[src/rtl/seg7_scan_ctrl.sv]
// seg7_scan_ctrl
// Time-multiplexed scan controller for a row of DIGITS hex 7-segment digits
// that share one external hex-to-7-segment decoder.
//
// A new display value is loaded into a one-entry pending buffer through a
// valid/ready handshake. At the end of a frame the pending value moves into the
// shadow register, so a frame never shows a mix of old and new digits. In IDLE
// a pending value moves across on the next cycle.
//
// Parameters
//   DIGITS    number of multiplexed digits (2..8)
//   PRESCALE  clock cycles per digit slot (>= 2)
//
// Ports
//   clk         single clock, rising edge
//   reset       synchronous, active-high
//   enable      1 = scan, 0 = idle (all digits off)
//   load_valid  qualifies load_data
//   load_data   display value, nibble k is digit k (digit 0 = LS nibble)
//   load_ready  high while the pending buffer is empty
//   nibble      current digit value to the shared decoder
//   seg_in      active-low segment pattern returned by the decoder
//   seg_out     registered active-low segments to the pins
//   dig_sel     registered active-low digit enables, at most one bit low
//   frame_done  one-cycle pulse after each frame boundary
//
// Configuration
//   SEG7_SCAN_LZB_EN  when defined, leading-zero blanking is enabled: a digit
//                     k>0 whose shadow nibbles k..DIGITS-1 are all zero keeps
//                     its dig_sel bit high. Digit 0 is never blanked.

module seg7_scan_ctrl #(
    parameter int DIGITS   = 8,
    parameter int PRESCALE = 50000
) (
    input  logic                  clk,
    input  logic                  reset,
    input  logic                  enable,
    input  logic                  load_valid,
    input  logic [4*DIGITS-1:0]   load_data,
    output logic                  load_ready,
    output logic [3:0]            nibble,
    input  logic [6:0]            seg_in,
    output logic [6:0]            seg_out,
    output logic [DIGITS-1:0]     dig_sel,
    output logic                  frame_done
);

    localparam int PW = $clog2(PRESCALE);
    localparam int IW = $clog2(DIGITS);
    localparam logic [PW-1:0] PMAX = PW'(PRESCALE - 1);
    localparam logic [IW-1:0] IMAX = IW'(DIGITS - 1);

    typedef enum logic {
        IDLE = 1'b0,
        SCAN = 1'b1
    } state_t;

    state_t              state;
    logic [PW-1:0]       presc;
    logic [IW-1:0]       idx;
    logic [4*DIGITS-1:0] shadow;
    logic [4*DIGITS-1:0] pending;
    logic                pend_full;

    logic                tick;
    logic                boundary;
    logic                accept;
    logic                blank;
    logic                drive;

    assign tick       = (state == SCAN) && (presc == PMAX);
    assign boundary   = tick && (idx == IMAX);
    assign load_ready = !pend_full;
    assign accept     = load_valid && !pend_full;
    assign nibble     = shadow[{idx, 2'b00} +: 4];

`ifdef SEG7_SCAN_LZB_EN
    // Blank when this digit and every more significant digit are zero.
    always_comb begin
        blank = 1'b0;
        if ((idx != '0) && ((shadow >> {idx, 2'b00}) == '0)) begin
            blank = 1'b1;
        end
    end
`else
    assign blank = 1'b0;
`endif

    // Dropping enable turns the digits off on the very next edge, together
    // with the move to IDLE.
    assign drive = (state == SCAN) && enable && !blank;

    always_ff @(posedge clk) begin
        if (reset) begin
            state      <= IDLE;
            presc      <= '0;
            idx        <= '0;
            shadow     <= '0;
            pend_full  <= 1'b0;
            seg_out    <= 7'h7F;
            dig_sel    <= '1;
            frame_done <= 1'b0;
        end else begin
            frame_done <= boundary;
            seg_out    <= drive ? seg_in : 7'h7F;
            dig_sel    <= drive ? ~(DIGITS'(1) << idx) : '1;

            // Transfer and accept are exclusive: accept needs an empty buffer,
            // transfer needs a full one, so a load taken on a boundary cycle
            // waits for the following boundary.
            if (pend_full && (boundary || (state == IDLE))) begin
                shadow    <= pending;
                pend_full <= 1'b0;
            end else if (accept) begin
                pending   <= load_data;
                pend_full <= 1'b1;
            end

            case (state)
                IDLE: begin
                    presc <= '0;
                    idx   <= '0;
                    if (enable) begin
                        state <= SCAN;
                    end
                end
                SCAN: begin
                    if (!enable) begin
                        state <= IDLE;
                        presc <= '0;
                        idx   <= '0;
                    end else if (tick) begin
                        presc <= '0;
                        idx   <= (idx == IMAX) ? '0 : idx + 1'b1;
                    end else begin
                        presc <= presc + 1'b1;
                    end
                end
                default: begin
                    state <= IDLE;
                    presc <= '0;
                    idx   <= '0;
                end
            endcase
        end
    end

endmodule

[config.mk]
export PLATFORM = sky130hd
export DESIGN_NAME = seg7_scan_ctrl
export DESIGN_NICKNAME = d
export VERILOG_FILES = /design/src/rtl/seg7_scan_ctrl.sv
export SDC_FILE = /design/constraint.sdc
export NUM_CORES = 1
export LEC_CHECK = 0
export CORE_MARGIN = 4
export CORE_UTILIZATION = 53
export CTS_CLUSTER_DIAMETER = 200
export DETAILED_ROUTE_END_ITERATION = 10
export GPL_TIMING_DRIVEN = 0
export PLACE_DENSITY = 0.77
export SETUP_SLACK_MARGIN = 0.3
export SYNTH_ARGS = -nofsm -noshare
export SYNTH_HDL_FRONTEND = slang
export SYNTH_SLANG_ARGS = --single-unit
[constraint.sdc]
create_clock -name clk -period 4.1 [get_ports clk]
set_input_delay 1.23 -clock clk [delete_from_list [all_inputs] [get_ports clk]]
set_output_delay 1.23 -clock clk [all_outputs]
set_load 0.02 [all_outputs]
-- Word-level counts from Yosys, hierarchy flattened
Index checks and enable logic that the tools add are counted.
- input port bits: 43
- output and inout port bits: 21
- logic and storage cells: 39
- bits in registers: 101
- shift operators: 2
- multiplexer cells: 8
- add/sub/neg operators: 2
- bitwise gates (word level): 5
- reduce and logical (&&, ||, !) cells: 10
- eq/ne operators: 3
- operator list (cell ; number):
    2-to-1 mux 16 bit ; 2
    one-hot mux 16 bit (2 select lines) ; 1
    indexed part select 32 x 6 -> 4 bit ; 1
    adder 16 x 1 -> 16 bit, second input constant ; 1
    == test 16 bit, second input constant ; 1
    2-to-1 mux 3 bit ; 3
    NOT 8 bit ; 1
    << shifter 1 x 3 -> 8 bit, first input constant ; 1
    one-hot mux 3 bit (2 select lines) ; 1
    logical AND 1 bit ; 5
    NOT 1 bit ; 4
    OR reduction 2 bit ; 2
    adder 3 x 1 -> 3 bit, second input constant ; 1
    == test 3 bit, second input constant ; 1
    inequality test 3 x 2 -> 1 bit, second input constant ; 1
    AND reduction 3 bit ; 1
    zero test 1 bit ; 1
    logical OR 1 bit ; 1
    2-to-1 mux 1 bit ; 1

-- Longest topological paths before layout
- depth after elaboration: 7
- depth in mapped cells: 7
- mapped depth without buffers: 6

-- Least setup slack after synthesis
Ideal clock, no wire load.
- kind: in2reg
- start point: input port reset
- end point: register pending[0], enable pin
- arrival: 2.949 ns
- required time: 3.679 ns
- path buffers: 2
- slack: 0.730 ns
- library setup time: 0.421 ns
- cell stages on the path: 3
- path through: buf_4 -> clkbuf_1 -> nor2_1
- word-level cells in the longest chain between the ends: 2
- RTL lines (element ; RTL line ; source):
    start, declared ; 37 ; input logic reset,
    NOT 1 bit (no source line) ; - ;
    AND reduction 3 bit (no source line) ; - ;
    end signal, assigned ; 116 ; pending <= load_data;
    end, declared ; 63 ; logic [4*DIGITS-1:0] pending;
No other way between the ends.
A chain may end at the register's enable or synchronous reset.

-- Final worst setup path
- start point: register idx[0]
- end point: output port nibble[0]
- word-level cells in the longest chain between the ends: 1
- RTL lines (element ; RTL line ; source):
    start, declared ; 61 ; logic [IW-1:0] idx;
    start signal, assigned ; 135 ; idx <= (idx == IMAX) ? '0 : idx + 1'b1;
    indexed part select 32 x 6 -> 4 bit ; 76 ; assign nibble = shadow[{idx, 2'b00} +: 4];
    end, declared ; 42 ; output logic [3:0] nibble,
No other way between the ends.

==> flow_metrics.tcl <==
set metrics [dict create \
    status "completed" \
    power_frac_clock 0.337 \
    antenna_cells 0 \
    cellPowerDensity_mw_per_mm2 375.3 \
    cts_tree "done" \
    cts_made_buffers 9 \
    port_buffers 62 \
    pwr-share-seq 0.588 \
    drv_cap 0 \
    cts_sinks 101 \
    power.switching_mw 0.3930 \
    start_util 0.5421 \
    dp_hpwl_um 5644 \
    antenna_found_initial 0 \
    root_buffer "clkbuf_8" \
    start_kind "flop" \
    endpoint_kind "output pin" \
    cts_hold_buf 0 \
    wl_met1_um 3292 \
    setup_viol 0 \
    yosysSeqAreaShare 0.5988 \
    hold_class "flop to flop" \
    ys.flop_type "dfxtp_1" \
    switching_share 0.2150 \
    grt_max_degree 23 \
    grtUsageTotal 0.1847 \
    intPower_mw 1.435 \
    fin_cells 525 \
    synthAdderAreaFrac 0.02239 \
    core_mm2 0.007214 \
    wire_per_inst_um 14.86 \
    vias 2814 \
    min_to "presc[0]" \
    synthTopCellsByArea "dfxtp_1 (35%), edfxtp_1 (25%), nand3_1 (5.0%)" \
    synth_seq_cells 101 \
    critical_path_class "flop to output pin" \
    clk_transition_reported_paths_ps 90 \
    synth_top_family_by_area "simple AND/OR/NAND/NOR gates" \
    yosysTopAreaCell "dfxtp_1" \
    synth_nets 397 \
    die-area_mm2 0.008818 \
    row_count 31 \
    routed_via_density 5.360 \
    synth_cells 347 \
    multi_input_area_mm2 0.001379 \
    ctsLongestPathBuffers 2 \
    cts_setup_buffers 0 \
    area_growth_pct 24.50 \
    wl_met3_um 399 \
    first_iter_violations 121 \
    holdWs_ps 475.4 \
    antenna_left 0 \
    final_util 0.6750 \
    power_leakage_nw 1.622 \
    clock_latency_ps 350 \
    reg2reg_from "idx[0]" \
    io-pin-count 64 \
    synth_xor_area_frac 0.02911 \
    cts_htree_levels 3 \
    die_h_um 93.91 \
    drcViolationCount 0 \
    fp.dieW_um 93.91 \
    nets 471 \
    reg2reg_to "shadow[14]" \
    avgSynthCellArea_um2 11.27 \
    r2r_cells 7 \
    grt_pass1_vias 2752 \
    fillers 575 \
    cp.arrival_ps 2320 \
    cp_max_fo 10 \
    period_needed_ps 3552 \
    mostFrequentLayoutCells "dfxtp_1 (69), clkdlybuf4s50_1 (62), nand3_1 (39), a21oi_1 (35), edfxtp_1 (32)" \
    ys.warnings.count 0 \
    yosys.cell_types.count 39 \
    synth_area_mm2 0.003911 \
    async_flop_share 0 \
    mostFrequentLayoutCell "dfxtp_1" \
    grt_pass1_wl_um 12590 \
    fin_worst_skew_ps 10.23 \
    min_from "presc[0]" \
    finalSetupTns_ps 0 \
    post-route-period-util 0.8664 \
    register_area_mm2 0.002342 \
    max-slew-margin-rel 0.5889 \
    muxShareOfSynthArea 0.04862 \
    synth_edf_count 32 \
    finalMaxSlewViolations 0 \
    min_path_cells 1 \
    ir_drop_uv 214.1 \
    grt_remaining_overflow 0 \
    yosys.area.top_type_share 0.3532 \
    route.met2.wl_um 3873 \
    routed_wirelength_um 7800 \
    crit_required_ps 2870 \
    worst-slew-pin-transition_ps 614.5 \
    drive_gt1_frac 0.1056 \
    p_comb_frac 0.075 \
    r2r_setup_slack_ps 1870 \
    dr.pass1.iters 4 \
    rsz0062_at_grt "false" \
    synthSimpleGateAreaFrac 0.1529 \
    synth_compound_area_frac 0.09885 \
    gp_congestion 0.8116 \
    highest_layer "met4" \
    max_freq_mhz 281.5 \
    dp_cells 509 \
    hold_viol_final 0 \
]
## synth_stat cells (2+ instances only)
cell type,n
dfxtp_1,69
nand3_1,39
a21oi_1,35
edfxtp_1,32
o21ai_1,29
nand2_1,22
nor2_1,20
xnor2_1,10
nand2b_1,9
inv_1,8
mux4_2,8
buf_6,7
ha_1,7
clkbuf_1,6
nand4_1,5
buf_4,4
o21ai_0,4
nor3_1,3
nor4_1,3
xor2_1,3
and3_1,2
buf_1,2
buf_2,2
nor2b_1,2
or3_1,2
## power by group through the flow
stage	combinational (mW)	clock, mW	sequential, mW
2_1_floorplan	0.0695	0	1.10
3_3_place_gp	0.130	0	1.10
3_5_place_dp	0.136	0	1.10
4_1_cts	0.137	0.630	1.08
5_1_grt	0.148	0.667	1.08
6_report	0.137	0.616	1.08
## critical path: stages, from the launching register on
cell	delay, ps
dfxtp_1	440
buf_2	310
mux4_2	540
nand2_1	90
nand2_1	70
clkdlybuf4s50_1	530
## stage by stage
step,setup slack [ps],area (um^2),total power [mW]
finish,547.8,4870,1.828
global route,384.0,4870,1.894
CTS,343.8,4868,1.842
detailed placement,676.1,4673,1.235
global placement,142.5,4656,1.229
floorplan,729.6,3911,1.165
## layer usage
layer / up-vias / GRT usage
li1: 1384 / -
met1: 1326 / 0.2186
met2: 83 / 0.3105
met3: 21 / 0.03926
met4: 0 / 0.1035
met5: - / 0
## state kept, by name, indices dropped and copies added (netlist names)
register and count:
frame_done 1, seg_out 7, idx 3, dig_sel 8, pend_full 1, presc 16
state 1, pending 32, shadow 32
## layout make-up
| cell class | count | share of cell area |
|---|---|---|
| plain buffers | 23 | 0.03392 |
| clock buffers | 13 | 0.03058 |
| clock inverters | 3 | 0.009250 |
| inverters | 8 | 0.006166 |
| multi-input cells | 215 | 0.2831 |
| flip-flops and latches | 101 | 0.4810 |
| well taps | 99 | 0.02544 |
| repair buffers | 63 | 0.1305 |
## timing repair
action / in CTS / in global routing
resized for setup: 1 / 2
setup endpoints to repair: 3 / 4
gates cloned: 0 / 0
pin swaps: 0 / 0
## how the worst max path moves through the flow
stage / to / startpoint
after floorplan: pending[0] / reset
after global placement: pending[9] / load_valid
after detailed placement: nibble[3] / idx[0]
after CTS: nibble[1] / idx[1]
after global routing: nibble[1] / idx[0]
final: nibble[0] / idx[0]
## cell families (layout without fill, tap and decap cells)
group                      after synthesis  in the layout
and+or+nand+nor                        115            115
DFF                                    101            101
AOI/OAI and AO/OA                       71             71
buffers and inverters                   31            110
xor gates and xnor gates                13             13
muxes                                    9              9
adders and majority gates                7              7
Power figures use the tool's default switching activity.
